**config.mk**
```make
export PLATFORM = sky130hd
export DESIGN_NAME = gpio_pin_mux_ctrl
export DESIGN_NICKNAME = d
export VERILOG_FILES = /design/src/rtl/gpio_mux_pkg.sv /design/src/rtl/gpio_pin_switch.sv /design/src/rtl/gpio_pin_mux_ctrl.sv
export SDC_FILE = /design/constraint.sdc
export NUM_CORES = 2
export LEC_CHECK = 0
export ABC_AREA = 1
export ABC_CLOCK_PERIOD_IN_PS = 16149
export CAP_MARGIN = 20
export CELL_PAD_IN_SITES_DETAIL_PLACEMENT = 1
export CELL_PAD_IN_SITES_GLOBAL_PLACEMENT = 2
export CORE_ASPECT_RATIO = 0.5
export CORE_UTILIZATION = 30
export CTS_BUF_LIST = sky130_fd_sc_hd__clkbuf_8
export CTS_CLUSTER_SIZE = 40
export DETAILED_ROUTE_END_ITERATION = 8
export HOLD_SLACK_MARGIN = 0.02
export PLACE_DENSITY = 0.94
export SLEW_MARGIN = 20
export SYNTH_ARGS = -nofsm -noshare
export SYNTH_HDL_FRONTEND = slang
export SYNTH_HIERARCHICAL = 1
export SYNTH_SLANG_ARGS = --single-unit
```
**constraint.sdc**
```tcl
create_clock -name clk -period 16.15 [get_ports clk]
set_clock_uncertainty 0.15 [all_clocks]
set_input_delay 3.23 -clock clk [delete_from_list [all_inputs] [get_ports clk]]
set_output_delay 3.23 -clock clk [all_outputs]
set_load 0.02 [all_outputs]
```
**src/rtl/gpio_mux_pkg.sv**
```systemverilog
// Shared types and width helpers for the registered GPIO pin multiplexer.
package gpio_mux_pkg;

    typedef enum logic {
        IDLE = 1'b0,
        GAP  = 1'b1
    } pin_state_e;

    // Never returns 0 so a degenerate count still yields a legal vector width.
    function automatic int unsigned sel_width(input int unsigned n);
        return (n < 2) ? 1 : $clog2(n);
    endfunction

    function automatic int unsigned pin_width(input int unsigned n);
        return (n < 2) ? 1 : $clog2(n);
    endfunction

    localparam logic RST_OEB = 1'b1;
    localparam logic RST_OUT = 1'b0;

endpackage

```
**src/rtl/gpio_pin_switch.sv**
```systemverilog
// One pad's source switch: active/target select, gap FSM and the registered pad drive.
module gpio_pin_switch
    import gpio_mux_pkg::*;
#(
    parameter int unsigned NUM_SRC    = 13,
    parameter int unsigned GAP_CYCLES = 2,
    parameter int unsigned SEL_W      = sel_width(NUM_SRC)
) (
    input  logic               clk,
    input  logic               nrst,
    input  logic               i_commit,
    input  logic [SEL_W-1:0]   i_shadow_sel,
    input  logic [NUM_SRC-1:0] i_src_oeb,
    input  logic [NUM_SRC-1:0] i_src_out,
    output logic [SEL_W-1:0]   o_active_sel,
    output logic               o_oeb,
    output logic               o_out,
    output logic               o_busy
);

    localparam int unsigned CNT_W = (GAP_CYCLES < 1) ? 1 : $clog2(GAP_CYCLES + 1);

    pin_state_e       r_state;
    pin_state_e       w_state_nxt;
    logic [SEL_W-1:0] r_active;
    logic [SEL_W-1:0] r_target;
    logic [SEL_W-1:0] w_active_nxt;
    logic [SEL_W-1:0] w_target_nxt;
    logic [CNT_W-1:0] r_cnt;
    logic [CNT_W-1:0] w_cnt_nxt;
    logic             w_switch;
    logic             w_force;
    logic             r_oeb;
    logic             r_out;

    assign w_switch = i_commit && (i_shadow_sel != r_active);

    always_comb begin
        w_state_nxt  = r_state;
        w_active_nxt = r_active;
        w_target_nxt = r_target;
        w_cnt_nxt    = r_cnt;
        w_force      = 1'b0;
        unique case (r_state)
            IDLE: begin
                if (w_switch) begin
                    if (GAP_CYCLES == 0) begin
                        w_active_nxt = i_shadow_sel;
                    end else begin
                        w_state_nxt  = GAP;
                        w_target_nxt = i_shadow_sel;
                        w_cnt_nxt    = CNT_W'(GAP_CYCLES);
                        w_force      = 1'b1;
                    end
                end
            end
            GAP: begin
                // The exit edge already samples the new source, so the pad is
                // forced for exactly GAP_CYCLES registered cycles.
                if (r_cnt <= CNT_W'(1)) begin
                    w_state_nxt  = IDLE;
                    w_active_nxt = r_target;
                    w_cnt_nxt    = '0;
                end else begin
                    w_cnt_nxt = r_cnt - CNT_W'(1);
                    w_force   = 1'b1;
                end
            end
            default: w_state_nxt = IDLE;
        endcase
    end

    always_ff @(posedge clk) begin
        if (!nrst) begin
            r_state  <= IDLE;
            r_active <= '0;
            r_target <= '0;
            r_cnt    <= '0;
            r_oeb    <= RST_OEB;
            r_out    <= RST_OUT;
        end else begin
            r_state  <= w_state_nxt;
            r_active <= w_active_nxt;
            r_target <= w_target_nxt;
            r_cnt    <= w_cnt_nxt;
            r_oeb    <= w_force ? 1'b1 : i_src_oeb[w_active_nxt];
            r_out    <= w_force ? 1'b0 : i_src_out[w_active_nxt];
        end
    end

    assign o_active_sel = r_active;
    assign o_oeb        = r_oeb;
    assign o_out        = r_out;
    assign o_busy       = (r_state == GAP);

endmodule

```
**src/rtl/gpio_pin_mux_ctrl.sv**
```systemverilog
// Registered GPIO alternate-function mux: shadow selects, atomic commit, per-pin tri-state gap.
module gpio_pin_mux_ctrl
    import gpio_mux_pkg::*;
#(
    parameter int unsigned NUM_PINS   = 38,
    parameter int unsigned NUM_SRC    = 13,
    parameter int unsigned GAP_CYCLES = 2,
    parameter int unsigned SEL_W      = sel_width(NUM_SRC)
) (
    input  logic                              clk,
    input  logic                              nrst,
    input  logic [NUM_SRC-1:0][NUM_PINS-1:0]  io_oeb,
    input  logic [NUM_SRC-1:0][NUM_PINS-1:0]  io_out,
    input  logic                              cfg_we,
    input  logic [pin_width(NUM_PINS)-1:0]    cfg_pin,
    input  logic [SEL_W-1:0]                  cfg_sel,
    input  logic                              cfg_commit,
    output logic [SEL_W-1:0]                  cfg_rd_active,
    output logic [SEL_W-1:0]                  cfg_rd_shadow,
    output logic                              cfg_busy,
    output logic                              cfg_err,
    output logic [NUM_PINS-1:0]               muxxed_io_oeb,
    output logic [NUM_PINS-1:0]               muxxed_io_out
);

    localparam int unsigned    PIN_W   = pin_width(NUM_PINS);
    localparam logic [PIN_W:0] PIN_LIM = (PIN_W + 1)'(NUM_PINS);
    localparam logic [SEL_W:0] SEL_LIM = (SEL_W + 1)'(NUM_SRC);

    logic [SEL_W-1:0]    r_shadow [NUM_PINS];
    logic [SEL_W-1:0]    w_active [NUM_PINS];
    logic [NUM_PINS-1:0] w_busy;
    logic [NUM_PINS-1:0] w_pin_oeb;
    logic [NUM_PINS-1:0] w_pin_out;
    logic                w_pin_ok;
    logic                w_sel_ok;
    logic                w_wr_ok;
    logic                w_commit_go;
    logic                r_err;

    assign w_pin_ok    = ({1'b0, cfg_pin} < PIN_LIM);
    assign w_sel_ok    = ({1'b0, cfg_sel} < SEL_LIM);
    assign w_wr_ok     = cfg_we && w_pin_ok && w_sel_ok;
    assign w_commit_go = cfg_commit && !cfg_busy;

    // Pins sample r_shadow at the commit edge, so a same-cycle write only
    // reaches the following commit.
    always_ff @(posedge clk) begin
        if (!nrst) begin
            for (int unsigned i = 0; i < NUM_PINS; i++) begin
                r_shadow[i] <= '0;
            end
            r_err <= 1'b0;
        end else begin
            r_err <= (cfg_we && !(w_pin_ok && w_sel_ok)) || (cfg_commit && cfg_busy);
            if (w_wr_ok) begin
                r_shadow[cfg_pin] <= cfg_sel;
            end
        end
    end

    for (genvar p = 0; p < NUM_PINS; p++) begin : g_pin
        logic [NUM_SRC-1:0] w_src_oeb;
        logic [NUM_SRC-1:0] w_src_out;

        for (genvar s = 0; s < NUM_SRC; s++) begin : g_src
            assign w_src_oeb[s] = io_oeb[s][p];
            assign w_src_out[s] = io_out[s][p];
        end

        gpio_pin_switch #(
            .NUM_SRC    (NUM_SRC),
            .GAP_CYCLES (GAP_CYCLES),
            .SEL_W      (SEL_W)
        ) u_switch (
            .clk          (clk),
            .nrst         (nrst),
            .i_commit     (w_commit_go),
            .i_shadow_sel (r_shadow[p]),
            .i_src_oeb    (w_src_oeb),
            .i_src_out    (w_src_out),
            .o_active_sel (w_active[p]),
            .o_oeb        (w_pin_oeb[p]),
            .o_out        (w_pin_out[p]),
            .o_busy       (w_busy[p])
        );
    end

    assign cfg_rd_active = w_pin_ok ? w_active[cfg_pin] : '0;
    assign cfg_rd_shadow = w_pin_ok ? r_shadow[cfg_pin] : '0;
    assign cfg_busy      = |w_busy;
    assign cfg_err       = r_err;
    assign muxxed_io_oeb = w_pin_oeb;
    assign muxxed_io_out = w_pin_out;

endmodule

```
==> impl_summary.log <==
INFO  metric clkTransAtPathRegs = roughly 0.060 ns
INFO  metric filler_instances = between 20000 and 25000
INFO  metric pin_count_of_the_biggest_net_entering_global_routing = roughly 130
INFO  metric maxClockFrequency = about 92 MHz
INFO  metric min_delay_path_depth = 2
INFO  metric regToRegEndpoint = g_pin[10].u_switch/o_out
INFO  metric worst_ep_required_time = 12.77 ns
INFO  metric critical_path.max_stage_delay = roughly 1.1 ns
INFO  metric critical_path_peak_fanout = 27
INFO  metric final.hold.worst_slack = around 0.31 ns
INFO  metric synth.top_cell.area_share = 20.8%
INFO  metric finalSetupTns = 0 ns
INFO  metric total_chip_power = approximately 0.0085 W
INFO  metric critical_path.endpoint_type = primary output
INFO  metric grt_pass1_wl = just over 300 mm
INFO  metric min_period = 10.84 ns
INFO  metric end_of_the_worst_hold_path = g_pin[14].u_switch/r_target[3]
INFO  metric final_area = 63600 um^2
INFO  metric std_cell_rows = 102
INFO  metric grt_setup_unrepaired = no
INFO  metric post_cts.resized_instances = 0
INFO  metric grt_pass1_vias = roughly 52000
INFO  metric post-synth-top-area-cell = sky130_fd_sc_hd__dfxtp_1
INFO  metric clock_insertion_delay_worst_skew = around 0.83 ns
INFO  metric floorplan.initialDensity = between 30% and 40%
INFO  metric io_pins = 1088
INFO  metric status = completed
INFO  metric drcViolationCount = 0
INFO  metric timing.reg2reg.worst_path_depth = 12
INFO  metric clockBufferDepth = 3
INFO  metric setup_viol = 0
INFO  metric kind_of_critical_path = in -> out
INFO  metric holdBufCountCts = 0
INFO  metric r2r_start = g_pin[15].u_switch/o_busy
INFO  metric dp_hpwl = 163 mm
INFO  metric ys.warnings.count = 6
INFO  metric finalNetCount = between 9000 and 10000
INFO  metric synth.area.top_cells = sky130_fd_sc_hd__dfxtp_1 (21%), sky130_fd_sc_hd__edfxtp_1 (16%), sky130_fd_sc_hd__nand2_1 (16%)
INFO  metric reg2reg_setup_slack = approximately 11 ns
INFO  metric cp_cell_sequence = clkdlybuf4s50_1 -> nand2_2 -> inv_2 -> nand3_1 -> nand2_1 -> o21ai_0 -> nand2_1 -> nor2_1 -> a21oi_1 -> clkdlybuf4s50_1
INFO  metric post_layout_worst_setup_margin = 5.31 ns
INFO  metric seq_total_area_yosys = a little under two fifths
INFO  metric finalHoldViolations = 0
INFO  metric antenna_left = 0
INFO  metric clock_tree.root_cell = sky130_fd_sc_hd__clkbuf_8
INFO  metric route.detailed.wl_per_inst = 18.9 um
INFO  metric globalRoute.totalOverflow = 0
INFO  metric place_ws = 5.41 ns
INFO  metric post-cts-setup-buffers = 0
INFO  metric synth_area_per_cell = roughly 6.6 um^2
INFO  metric numPortBuffers = 1087
INFO  metric maxSlewHeadroom = between 20% and 30%
INFO  metric core_area = about 160000 um^2
INFO  metric drt-pass1-iter-count = 7
INFO  metric total_leakage_power = about 30 nW
INFO  metric synth.cell_area = about 48000 um^2
INFO  metric dieArea = about 160000 um^2
INFO  metric count_of_mapped_cells_out_of_synthesis = 7217
INFO  metric worstSetupStartpointType = input port
INFO  metric number_of_antenna_violations_at_the_first_check_in_global_routing = 22
INFO  metric power.density = 133 nW/um^2
INFO  metric drtIter0Drc = between 3000 and 4000
INFO  metric sequential_standard_cell_area = 17600 um^2
INFO  metric slowest_stage = sky130_fd_sc_hd__clkdlybuf4s50_1
INFO  metric timing.final.crit_share = 67.1%
INFO  metric proportion_of_layout_cells_with_a_drive_suffix_above_1 = under 10%
INFO  metric multi_input_area = 24400 um^2
INFO  metric num_vias = between 50000 and 60000
INFO  metric worst_hold_path_type = reg -> reg
INFO  metric drt_wl_total = 201 mm
INFO  metric routabilityCongestion = 0.940
INFO  metric maxSlewViolCount = 0
INFO  metric cts_inserted_buffers = 114
INFO  metric cts_tree = yes
INFO  metric globalRouteTotalUtil = approximately 24%
INFO  metric die_h = about 280 um
INFO  metric cts_num_sinks = 751
INFO  metric dpl_cell_area = 61300 um^2
INFO  metric tightest_slew = 1.19 ns
INFO  metric synthToLayoutAreaGrowth = 33.7%
INFO  metric postSynthRegisterBits = about 750
INFO  metric power.ir.vdd_worst = 0.0680 mV
INFO  metric ctsHtreeMaxLevel = 3
INFO  metric min-delay-start = g_pin[14].u_switch/r_target[3]
INFO  metric max_cap_violations = 0
INFO  metric drt-vias-per-instance = 4.83
INFO  metric arrival = between 7 and 8 ns
INFO  metric synth.lib_cells_used.distinct = 32
INFO  metric die-width = about 570 um
worst max-delay path by stage:
stage | start | end | cells past startpoint
3_5_place_dp | cfg_pin[1] | cfg_rd_shadow[3] | 10
2_1_floorplan | cfg_pin[2] | cfg_rd_shadow[0] | 9
4_1_cts | cfg_pin[1] | cfg_rd_shadow[3] | 10
6_report | cfg_pin[1] | cfg_rd_shadow[3] | 10
5_1_grt | cfg_pin[1] | cfg_rd_shadow[3] | 10
3_3_place_gp | cfg_pin[1] | cfg_rd_shadow[3] | 10
synthesized netlist by cell type, drive strengths merged:
library cell / number
nor4: 6
nand2: 2122
a21oi: 337
o211ai: 17
dfxtp: 495
buf: 36
clkbuf: 50
a22oi: 3
inv: 1471
conb: 1
nor2: 469
mux2i: 1
or2: 32
o22ai: 2
nand3b: 38
o21ai: 352
nand4: 122
nand3: 1207
nor3: 11
edfxtp: 256
clkinv: 37
xnor2: 152
sequential cells by signal (all words and copies together) (netlist names):
signal	count
cfg_err	1
g_pin.u_switch/r_cnt	76
g_pin.u_switch/o_active_sel	152
r_shadow	256
g_pin.u_switch/o_oeb	38
g_pin.u_switch/o_out	38
g_pin.u_switch/o_busy	38
g_pin.u_switch/r_target	152
where the power goes:
group,leakage [nW],total (W),internal [W],switching (W)
registers,6.50,0.00283,0.00234,0.000494
clock network,1.31,0.00166,0.000827,0.000833
logic,22.1,0.00398,0.00143,0.00255
critical path: cells and delay by family:
kind            cells  cell delay (ns)
buf+inv             3             2.48
simple gates        5             1.14
compound gates      2             0.58
layout make-up:
| cell class | count | area share, % |
|---|---|---|
| Antenna cell | 14 | 0.0551 |
| Clock buffer | 129 | 2.79 |
| Clock inverter | 82 | 0.817 |
| Inverter | 1508 | 8.91 |
| Multi-Input combinational cell | 4975 | 38.3 |
| Sequential cell | 751 | 27.7 |
| Tap cell | 2080 | 4.09 |
| Timing Repair Buffer | 1106 | 17.3 |
layout by cell type (no fill, tap or decap), types with 6 or more instances in the layout:
cell / count
sky130_fd_sc_hd__a21oi_2: 38
sky130_fd_sc_hd__nand2_2: 78
sky130_fd_sc_hd__inv_2: 7
sky130_fd_sc_hd__nor3_2: 10
sky130_fd_sc_hd__nand2_1: 1967
sky130_fd_sc_hd__nand3_1: 1168
sky130_fd_sc_hd__dfxtp_1: 495
sky130_fd_sc_hd__xnor2_1: 152
sky130_fd_sc_hd__clkinv_1: 54
sky130_fd_sc_hd__inv_1: 1499
sky130_fd_sc_hd__diode_2: 14
sky130_fd_sc_hd__edfxtp_1: 256
sky130_fd_sc_hd__a21oi_1: 299
sky130_fd_sc_hd__nand4_1: 122
sky130_fd_sc_hd__o211ai_1: 17
sky130_fd_sc_hd__buf_4: 19
sky130_fd_sc_hd__nand2_4: 77
sky130_fd_sc_hd__conb_1: 104
sky130_fd_sc_hd__or2_2: 32
sky130_fd_sc_hd__clkinv_2: 15
sky130_fd_sc_hd__o21ai_4: 38
sky130_fd_sc_hd__nand3_2: 39
sky130_fd_sc_hd__o21ai_0: 238
sky130_fd_sc_hd__o21ai_2: 76
sky130_fd_sc_hd__bufinv_16: 6
sky130_fd_sc_hd__nor2_1: 463
sky130_fd_sc_hd__nor4_1: 6
sky130_fd_sc_hd__clkdlybuf4s50_1: 1085
sky130_fd_sc_hd__clkbuf_8: 131
sky130_fd_sc_hd__nand3b_1: 38
routing by layer:
layer | GRT usage (%) | vias to the layer above | wire length (um)
met2 | 43.7 | 1126 | 101000
li1 | - | 25192 | -
met3 | 4.46 | 243 | 12700
met5 | 0 | - | 63
met4 | 5.53 | 8 | 3930
met1 | 30.2 | 24832 | 83700
kinds of logic after synthesis:
logic type      share of synthesized area, %
xor+xnor                                2.80
flops                                   37.0
compound gates                          9.39
mux                                   0.0211
simple gates                            38.1
buf+inv                                 12.7
other cells                          0.00789
stage by stage:
step / instances / utilization [%]
floorplan: 7320 / -
finish: 10645 / 40.7
global route: 10644 / 40.7
detailed placement: 10420 / 39.2
CTS: 10631 / 40.7
global placement: 10420 / 39.2
Note: power is estimated with default switching activity, not from simulation.
